## config.mk

```make
export PLATFORM = sky130hd
export DESIGN_NAME = pc_redirect_ctrl_flat
export DESIGN_NICKNAME = d
export VERILOG_FILES = /design/src/rtl/pc_redirect_if.sv /design/src/rtl/pc_redirect_ctrl.sv /design/src/flat_wrapper.sv
export SDC_FILE = /design/constraint.sdc
export NUM_CORES = 1
export LEC_CHECK = 0
export ABC_CLOCK_PERIOD_IN_PS = 3500
export BUFFER_PORTS_ARGS = -buffer_cell sky130_fd_sc_hd__buf_2
export CAP_MARGIN = 30
export CELL_PAD_IN_SITES_DETAIL_PLACEMENT = 1
export CELL_PAD_IN_SITES_GLOBAL_PLACEMENT = 1
export CORE_MARGIN = 8
export CORE_UTILIZATION = 30
export CTS_CLUSTER_SIZE = 12
export DETAILED_ROUTE_END_ITERATION = 10
export PLACE_DENSITY = 0.74
export SYNTH_ARGS = -nofsm -noshare
export SYNTH_HDL_FRONTEND = slang
export SYNTH_SLANG_ARGS = --single-unit
export TNS_END_PERCENT = 10
```

## constraint.sdc

```tcl
create_clock -name clk_i -period 3.5 [get_ports clk_i]
set_input_delay 0.35 -clock clk_i [delete_from_list [all_inputs] [get_ports clk_i]]
set_output_delay 0.35 -clock clk_i [all_outputs]
set_load 0.02 [all_outputs]
```

## src/rtl/pc_redirect_if.sv

```systemverilog
// Request and response bundle between the hazard/trap logic and the PC redirect controller.
interface pc_redirect_if #(
  parameter int unsigned XLEN = 32
);
  logic            stall_i;
  logic            trap_taken_i;
  logic [XLEN-1:0] trap_entry_i;
  logic            system_ret_i;
  logic [XLEN-1:0] system_retaddr_i;
  logic            je_i;
  logic [XLEN-1:0] jump_addr_i;
  logic            pc_stall_o;
  logic            pc_redirect_o;
  logic [XLEN-1:0] pc_target_o;
  logic            flush_if_o;
  logic            flush_id_o;
  logic            pending_o;

  modport master (
    output stall_i, trap_taken_i, trap_entry_i, system_ret_i, system_retaddr_i, je_i, jump_addr_i,
    input  pc_stall_o, pc_redirect_o, pc_target_o, flush_if_o, flush_id_o, pending_o
  );

  modport slave (
    input  stall_i, trap_taken_i, trap_entry_i, system_ret_i, system_retaddr_i, je_i, jump_addr_i,
    output pc_stall_o, pc_redirect_o, pc_target_o, flush_if_o, flush_id_o, pending_o
  );
endinterface

```

## src/rtl/pc_redirect_ctrl.sv

```systemverilog
// PC redirect controller: arbitrates trap/mret/jump redirects, buffers them across stalls
// and squashes the front-end pipeline registers after each redirect.
module pc_redirect_ctrl #(
  parameter int unsigned XLEN         = 32,
  parameter int unsigned BOOT_CYCLES  = 2,
  parameter int unsigned FLUSH_CYCLES = 2
) (
  input logic          clk_i,
  input logic          rst_ni,
  pc_redirect_if.slave bus
);

  typedef enum logic [1:0] {StBoot, StRun, StHold, StFlush} state_e;
  // Ordered so that a numerically larger class has higher priority.
  typedef enum logic [1:0] {ClsJump, ClsMret, ClsTrap} cls_e;

  localparam logic [XLEN-1:0] AlignMask = {{(XLEN-2){1'b1}}, 2'b00};

  state_e          state_q, state_d;
  logic [3:0]      cnt_q, cnt_d;
  cls_e            pend_cls_q, pend_cls_d;
  logic [XLEN-1:0] pend_tgt_q, pend_tgt_d;

  logic            new_valid;
  cls_e            new_cls;
  logic [XLEN-1:0] new_tgt;
  logic            take_new;
  logic [XLEN-1:0] tgt;
  logic            pc_stall, pc_redirect, flush;

  always_comb begin
    new_valid = 1'b1;
    new_cls   = ClsJump;
    new_tgt   = bus.jump_addr_i;
    if (bus.trap_taken_i) begin
      new_cls = ClsTrap;
      new_tgt = bus.trap_entry_i;
    end else if (bus.system_ret_i) begin
      new_cls = ClsMret;
      new_tgt = bus.system_retaddr_i;
    end else if (!bus.je_i) begin
      new_valid = 1'b0;
    end
  end

  always_comb begin
    state_d     = state_q;
    cnt_d       = cnt_q;
    pend_cls_d  = pend_cls_q;
    pend_tgt_d  = pend_tgt_q;
    pc_stall    = bus.stall_i;
    pc_redirect = 1'b0;
    flush       = 1'b0;
    tgt         = '0;
    take_new    = 1'b0;
    unique case (state_q)
      StBoot: begin
        pc_stall = 1'b1;
        if (cnt_q <= 4'd1) state_d = StRun;
        else               cnt_d   = cnt_q - 4'd1;
      end
      StRun: begin
        if (new_valid) begin
          tgt = new_tgt;
          if (!bus.stall_i) begin
            pc_redirect = 1'b1;
            state_d     = StFlush;
            cnt_d       = 4'(FLUSH_CYCLES);
          end else begin
            pend_cls_d = new_cls;
            pend_tgt_d = new_tgt;
            state_d    = StHold;
          end
        end
      end
      StHold: begin
        // Equal priority lets the newer request win.
        take_new = new_valid && (new_cls >= pend_cls_q);
        tgt      = take_new ? new_tgt : pend_tgt_q;
        if (bus.stall_i) begin
          if (take_new) begin
            pend_cls_d = new_cls;
            pend_tgt_d = new_tgt;
          end
        end else begin
          pc_redirect = 1'b1;
          pend_cls_d  = ClsJump;
          pend_tgt_d  = '0;
          state_d     = StFlush;
          cnt_d       = 4'(FLUSH_CYCLES);
        end
      end
      StFlush: begin
        flush = 1'b1;
        // Jumps and mrets seen here come from the wrong path; only traps matter.
        if (bus.trap_taken_i) begin
          tgt = bus.trap_entry_i;
          if (!bus.stall_i) begin
            pc_redirect = 1'b1;
            cnt_d       = 4'(FLUSH_CYCLES);
          end else begin
            pend_cls_d = ClsTrap;
            pend_tgt_d = bus.trap_entry_i;
            state_d    = StHold;
          end
        end else if (cnt_q <= 4'd1) begin
          state_d = StRun;
        end else begin
          cnt_d = cnt_q - 4'd1;
        end
      end
      default: state_d = StBoot;
    endcase
  end

  always_ff @(posedge clk_i or negedge rst_ni) begin
    if (!rst_ni) begin
      state_q    <= StBoot;
      cnt_q      <= 4'(BOOT_CYCLES);
      pend_cls_q <= ClsJump;
      pend_tgt_q <= '0;
    end else begin
      state_q    <= state_d;
      cnt_q      <= cnt_d;
      pend_cls_q <= pend_cls_d;
      pend_tgt_q <= pend_tgt_d;
    end
  end

  assign bus.pc_stall_o    = pc_stall;
  assign bus.pc_redirect_o = pc_redirect;
  assign bus.pc_target_o   = tgt & AlignMask;
  assign bus.flush_if_o    = flush;
  assign bus.flush_id_o    = flush;
  assign bus.pending_o     = (state_q == StHold);

endmodule

```

## src/flat_wrapper.sv

```systemverilog
// flat-port wrapper written by rule: the top's interface ports become plain ports
module pc_redirect_ctrl_flat 
#(
  parameter int unsigned XLEN         = 32,
  parameter int unsigned BOOT_CYCLES  = 2,
  parameter int unsigned FLUSH_CYCLES = 2
)
  (clk_i, rst_ni, bus_stall_i, bus_trap_taken_i, bus_trap_entry_i, bus_system_ret_i, bus_system_retaddr_i, bus_je_i, bus_jump_addr_i, bus_pc_stall_o, bus_pc_redirect_o, bus_pc_target_o, bus_flush_if_o, bus_flush_id_o, bus_pending_o);
  pc_redirect_if #(.XLEN(XLEN)) bus_i ();
  input logic clk_i;
  input logic rst_ni;
  input wire logic [$bits(bus_i.stall_i)-1:0] bus_stall_i;
  input wire logic [$bits(bus_i.trap_taken_i)-1:0] bus_trap_taken_i;
  input wire logic [$bits(bus_i.trap_entry_i)-1:0] bus_trap_entry_i;
  input wire logic [$bits(bus_i.system_ret_i)-1:0] bus_system_ret_i;
  input wire logic [$bits(bus_i.system_retaddr_i)-1:0] bus_system_retaddr_i;
  input wire logic [$bits(bus_i.je_i)-1:0] bus_je_i;
  input wire logic [$bits(bus_i.jump_addr_i)-1:0] bus_jump_addr_i;
  output wire logic [$bits(bus_i.pc_stall_o)-1:0] bus_pc_stall_o;
  output wire logic [$bits(bus_i.pc_redirect_o)-1:0] bus_pc_redirect_o;
  output wire logic [$bits(bus_i.pc_target_o)-1:0] bus_pc_target_o;
  output wire logic [$bits(bus_i.flush_if_o)-1:0] bus_flush_if_o;
  output wire logic [$bits(bus_i.flush_id_o)-1:0] bus_flush_id_o;
  output wire logic [$bits(bus_i.pending_o)-1:0] bus_pending_o;
  assign bus_i.stall_i = bus_stall_i;
  assign bus_i.trap_taken_i = bus_trap_taken_i;
  assign bus_i.trap_entry_i = bus_trap_entry_i;
  assign bus_i.system_ret_i = bus_system_ret_i;
  assign bus_i.system_retaddr_i = bus_system_retaddr_i;
  assign bus_i.je_i = bus_je_i;
  assign bus_i.jump_addr_i = bus_jump_addr_i;
  assign bus_pc_stall_o = bus_i.pc_stall_o;
  assign bus_pc_redirect_o = bus_i.pc_redirect_o;
  assign bus_pc_target_o = bus_i.pc_target_o;
  assign bus_flush_if_o = bus_i.flush_if_o;
  assign bus_flush_id_o = bus_i.flush_id_o;
  assign bus_pending_o = bus_i.pending_o;
  pc_redirect_ctrl #(.XLEN(XLEN), .BOOT_CYCLES(BOOT_CYCLES), .FLUSH_CYCLES(FLUSH_CYCLES)) u_core (.clk_i(clk_i), .rst_ni(rst_ni), .bus(bus_i));
endmodule
```

Yosys cells after proc, flatten, opt, wreduce, memory -nomap -nowiden
Cells that the tools add are included.
{ "op_classes": {"order_cmp": 2, "muxes": 41, "eq_ne": 10, "reduce_logical": 6, "n_addsub": 1} }
{ "op_table": {"columns": ["cell", "count"], "rows": [
  ["two-way mux 32 bit", 10],
  ["one-hot mux 32 bit (3 select lines)", 2],
  ["two-way mux 2 bit", 11],
  ["two-way mux 4 bit", 4],
  ["one-hot mux 4 bit (4 select lines)", 1],
  ["two-way mux 1 bit", 10],
  ["inequality test 2 bit, second input constant", 4],
  ["one-hot mux 2 bit (4 select lines)", 1],
  ["one-hot mux 2 bit (3 select lines)", 1],
  ["AND reduction 6 bit", 1],
  ["AND reduction 5 bit", 1],
  ["== test 2 bit, second input constant", 2],
  ["less-or-equal comparator 4 x 1 -> 1 bit, second input constant", 1],
  ["subtractor 4 x 1 -> 4 bit, second input constant", 1],
  ["inequality test 3 x 2 -> 1 bit, second input constant", 1],
  ["inequality test 3 bit, second input constant", 1],
  ["one-hot mux 1 bit (3 select lines)", 1],
  ["AND reduction 3 bit", 1],
  ["nonzero test 3 bit", 1],
  ["== test 2 x 1 -> 1 bit, second input constant", 1],
  [">= comparator 2 bit", 1],
  ["zero test 2 bit", 1],
  ["inequality test 2 x 1 -> 1 bit, second input constant", 1],
  ["logical AND 1 bit", 1]
]} }
{ "totals": {"output_inout_bits": 37, "register_bits": 40, "in_bits": 102} }

Depth between registers and ports, before layout
{ "logic_depth": {"word_depth": 7, "depth_mapped": 11} }

Least setup slack after synthesis
Ideal clock, no wire load.
{ "synth_timing": {"kind": "input port to output port", "start": "input port bus_trap_taken_i", "end": "output port bus_pc_target_o[22]", "path_stages": 11, "path_buffers": 3, "path_slack_ps": 859, "t_arrival_ps": 2291, "cell_sequence": "buf_6 -> clkinv_1 -> buf_2 -> nand2_1 -> ha_1 -> nand2b_1 -> a21oi_1 -> nor2_1 -> buf_2 -> nand3_1 -> a21oi_1"} }
{ "synth_between": {"elab_chain_len": 5, "word_cells_on_any_way": 9, "cone_classes": "order compare: 1; mux: 7; reduce/logical: 1"} }
{ "synth_lines": {"columns": ["item", "line", "text"], "rows": [
  ["from (decl)", "flat_wrapper.sv:13", "input wire logic [$bits(bus_i.trap_taken_i)-1:0] bus_trap_taken_i;"],
  ["two-way mux 2 bit", "pc_redirect_ctrl.sv:35", "if (bus.trap_taken_i) begin"],
  [">= comparator 2 bit", "pc_redirect_ctrl.sv:78", "take_new = new_valid && (new_cls >= pend_cls_q);"],
  ["logical AND 1 bit", "pc_redirect_ctrl.sv:78", null],
  ["two-way mux 32 bit", null, null],
  ["one-hot mux 32 bit (3 select lines) *", "pc_redirect_ctrl.sv:56", "unique case (state_q)"],
  ["to (decl)", "flat_wrapper.sv:21", "output wire logic [$bits(bus_i.pc_target_o)-1:0] bus_pc_target_o;"]
]} }
Every way passes the cells marked *; elsewhere a longest branch is shown, timed or not.

Worst setup path after layout
{ "layout_timing": {"start": "input port bus_system_ret_i", "end": "output port bus_pc_target_o[22]"} }
{ "layout_between": {"elab_chain_len": 6, "word_cells_on_any_way": 11, "cone_classes": "order compare: 1; mux: 9; reduce/logical: 1"} }
{ "layout_lines": {"columns": ["item", "line", "text"], "rows": [
  ["from (decl)", "flat_wrapper.sv:15", "input wire logic [$bits(bus_i.system_ret_i)-1:0] bus_system_ret_i;"],
  ["two-way mux 1 bit", "pc_redirect_ctrl.sv:38", "end else if (bus.system_ret_i) begin"],
  ["two-way mux 2 bit", "pc_redirect_ctrl.sv:35", null],
  [">= comparator 2 bit", "pc_redirect_ctrl.sv:78", null],
  ["logical AND 1 bit", "pc_redirect_ctrl.sv:78", null],
  ["two-way mux 32 bit", null, null],
  ["one-hot mux 32 bit (3 select lines) *", "pc_redirect_ctrl.sv:56", null]
]} }
Marks and branches as above.

==> metrics.md <==
| Metric | Value |
|---|---|
| Synthesized cell area | 3690 µm² |
| Ys async rst share | 100.0% |
| Slew at the pin closest to its max-slew limit | between 800 and 900 ps |
| Crit-path slowest cell | nor2_4 |
| CP Cell Sequence | buf_2, nand2_1, ha_1, nand2b_1, a21oi_1, nor2_4, buf_12, nand3_1, a21oi_1, buf_2 |
| Initial antenna violation count | 1 |
| Reg clk slew, reported paths | 60 ps |
| Final period utilization | 85.59% |
| Max Slew Vio Count | 0 |
| CP max stage delay | approximately 410 ps |
| Overall power | 4139 µW |
| FILL cells | 1416 |
| Outcome | finished clean |
| Sum of negative setup slack | 0 ps |
| HP Class | in2async |
| DP Area | 4454 µm² |
| Gpl congestion | 0.7715 |
| # port buffers | 130 |
| CTS tree | built |
| Num ports | 139 |
| Reg area | between 900 and 1000 µm² |
| Synth area leader | dfrtp_1 |
| DRC | 0 |
| Crit end category | output port |
| Die Y | 126.9 µm |
| Unrepaired setup endpoints after global routing | no |
| Synth warnings | 0 |
| Via/cell ratio | between 6 and 7 |
| Initial Util | 30.72% |
| Die area | 16100 µm² |
| Worst Path Class, Setup | in2out |
| Fin crit period | 2996 ps |
| Core area | 12010 µm² |
| Synth Register Bits | 38 |
| Synth-to-Final Area Change | 26.04% |
| Final setup viols | 0 |
| Max Clk Rate | approximately 330 MHz |
| Maximum number of pins on one net before global-route repair | 39 |
| Sequential-to-total area share from yosys stat | roughly a quarter |
| Final HPWL DP | 10170 µm |
| Type of origin of the critical path | input port |
| CTS Root Cell | clkbuf_16 |
| P_leak | 0.002088 µW |
| Number of clock sinks | 38 |
| Max transition margin | 39.98% |
| Clock Latency Late Sink | 290 ps |
| Maxcap violations | 0 |
| Drt pass-1 iters | 7 |
| Post-CTS sizing | 0 |
| Post-DRT Antenna Nets | 0 |
| Critical path peak fanout | 19 |
| Width of the die | about 130 µm |
| Mapped Cells | 389 |
| CTS buffer count | 5 |
| Worst IR Drop VDD | between 0.3 and 0.4 mV |
| Average wire per standard cell | 22.45 µm |
| Final #Nets | 605 |
| Req. time, crit path | 3150 ps |
| CTS Hold Bufs | 0 |
| Hold Violations, Final | 0 |
| Distinct cells, synth | 42 |
| Synth top area cells | dfrtp_1, mux2_2, a222oi_1 |
| Dominant synthesized flop cell | dfrtp_1 |
| Total track usage | 17.61% |
| Final instance area | 4651 µm² |
| Core Rows | 40 |
| Vias in the first global route | between 4000 and 5000 |
| Total grt overflow | 0 |
| Power per cell area | 890.0 nW/µm² |
| Iter 0 DRT Violations | just over 300 |
| Area taken by multi-input logic gates | 2501 µm² |
| Routed WL | 14460 µm |
| CP arrival | approximately 2700 ps |
| Share of the synthesized area in the top cell type | roughly a quarter |
| Layout cells sized above 1 | 45.36% |
| Worst Skew | roughly 9.4 ps |
| Syn Area/Cell | 9.485 µm² |
| Number of synthesized flops with an enable pin | 0 |
| Max clock buf depth | 2 |
| CTS H-tree lvls | 2 |
| Post-CTS Setup Bufs | 0 |
| First-pass GRT wire length | 23440 µm |
| Via count | 3908 |
==> stage by stage <==
stage	util (%)	instances	setup WS [ps]	hold WS [ps]
global route	38.72	644	417.4	280.4
global placement	36.99	634	463.3	469.8
finish	38.72	644	504.2	177.9
detailed placement	37.08	635	523.8	477.1
CTS	38.70	643	514.2	230.9
floorplan	-	390	859.4	54.41
==> synth_stat cells (6+ instances only) <==
| cell type | number |
|---|---|
| a22oi_1 | 18 |
| a32oi_1 | 12 |
| mux2_2 | 60 |
| dfrtp_1 | 37 |
| a21o_1 | 13 |
| o2bb2ai_1 | 32 |
| mux2i_1 | 20 |
| o22ai_1 | 18 |
| ha_1 | 8 |
| a222oi_1 | 30 |
| inv_1 | 7 |
| nand3_1 | 12 |
| a21oi_1 | 19 |
| nor3_1 | 6 |
| nor2_1 | 11 |
| buf_2 | 10 |
| nand2_1 | 7 |
| clkbuf_1 | 29 |
==> critical path: cells and delay by family <==
family | cells | cell delay (ps)
adder cells (fa/ha/maj) | 1 | 290
AO/OA/AOI/OAI | 2 | 420
AND/OR/NAND/NOR | 4 | 760
buffers and inverters | 3 | 820
==> cell usage in the layout, fill, tap and decap left out, types with 2 or more instances in the layout <==
cell / n
nand3_1: 12
o22ai_1: 18
o2bb2ai_1: 32
buf_4: 14
o31ai_1: 2
nor3_2: 2
buf_2: 130
mux2_2: 60
bufinv_16: 2
a32oi_1: 12
mux2i_1: 20
nor2_1: 9
conb_1: 2
a21o_1: 13
dfrtp_1: 37
a222oi_1: 30
inv_1: 7
a22oi_1: 18
nor3_1: 4
nor2_4: 2
clkbuf_16: 5
o21ai_0: 5
nand2b_1: 3
a21oi_1: 19
o21bai_1: 2
ha_1: 8
nand2_1: 7
or2_2: 2
==> layout make-up <==
cell class / count / area share, %
Multi-Input combinational cell: 296 / 53.78
Sequential cell: 38 / 20.47
Timing Repair Buffer: 146 / 16.92
Tap cell: 147 / 3.955
Clock buffer: 5 / 2.690
Clock inverter: 3 / 1.480
Inverter: 8 / 0.6457
Antenna cell: 1 / 0.05381
==> layer usage <==
metal	up-vias	track usage [%]	routed length [µm]
li1	1786	-	-
met1	1984	20.59	6203
met2	124	31.98	7365
met3	14	3.645	729
met4	0	4.199	163
met5	-	0	0
==> path summary, 6_finish.rpt <==
path / to / slack [ps] / cells after the start / from
max: bus_pc_target_o[22] / 500 / 10 / bus_system_ret_i
min: u_core.cnt_q[2] / 180 / 1 / rst_ni
max reg2reg: u_core.pend_tgt_q[20] / 960 / 7 / u_core.state_q[0]
min reg2reg: u_core.pend_tgt_q[10] / 490 / 1 / u_core.pend_tgt_q[10]
max in group asynchronous: u_core.state_q[1] / 2750 / 1 / rst_ni
min in group clk_i: u_core.pend_tgt_q[22] / 400 / 3 / bus_trap_entry_i[22]
==> registers in the layout, indices dropped and copies added (netlist names) <==
register	cells
u_core.pend_tgt_q	30
u_core.state_q	2
u_core.pend_cls_q	2
u_core.cnt_q	4
==> logic make-up after synthesis <==
| logic type | count (synthesis) | synth area share (%) |
|---|---|---|
| buffers and inverters | 56 | 7.155 |
| and+or+nand+nor | 47 | 6.410 |
| AOI/OAI and AO/OA | 159 | 34.08 |
| adders and majority gates | 8 | 2.713 |
| DFF | 38 | 25.81 |
| other | 1 | 0.1016 |
| muxes | 80 | 23.74 |
==> power by group <==
part | internal, µW | switching [µW] | leakage [µW]
combinational | 1050 | 1690 | 0.00152
clock | 410 | 195 | 0.0000940
sequential | 662 | 133 | 0.000473
total | 2120 | 2020 | 0.00209
No activity file was read; power rests on OpenSTA's default activity.
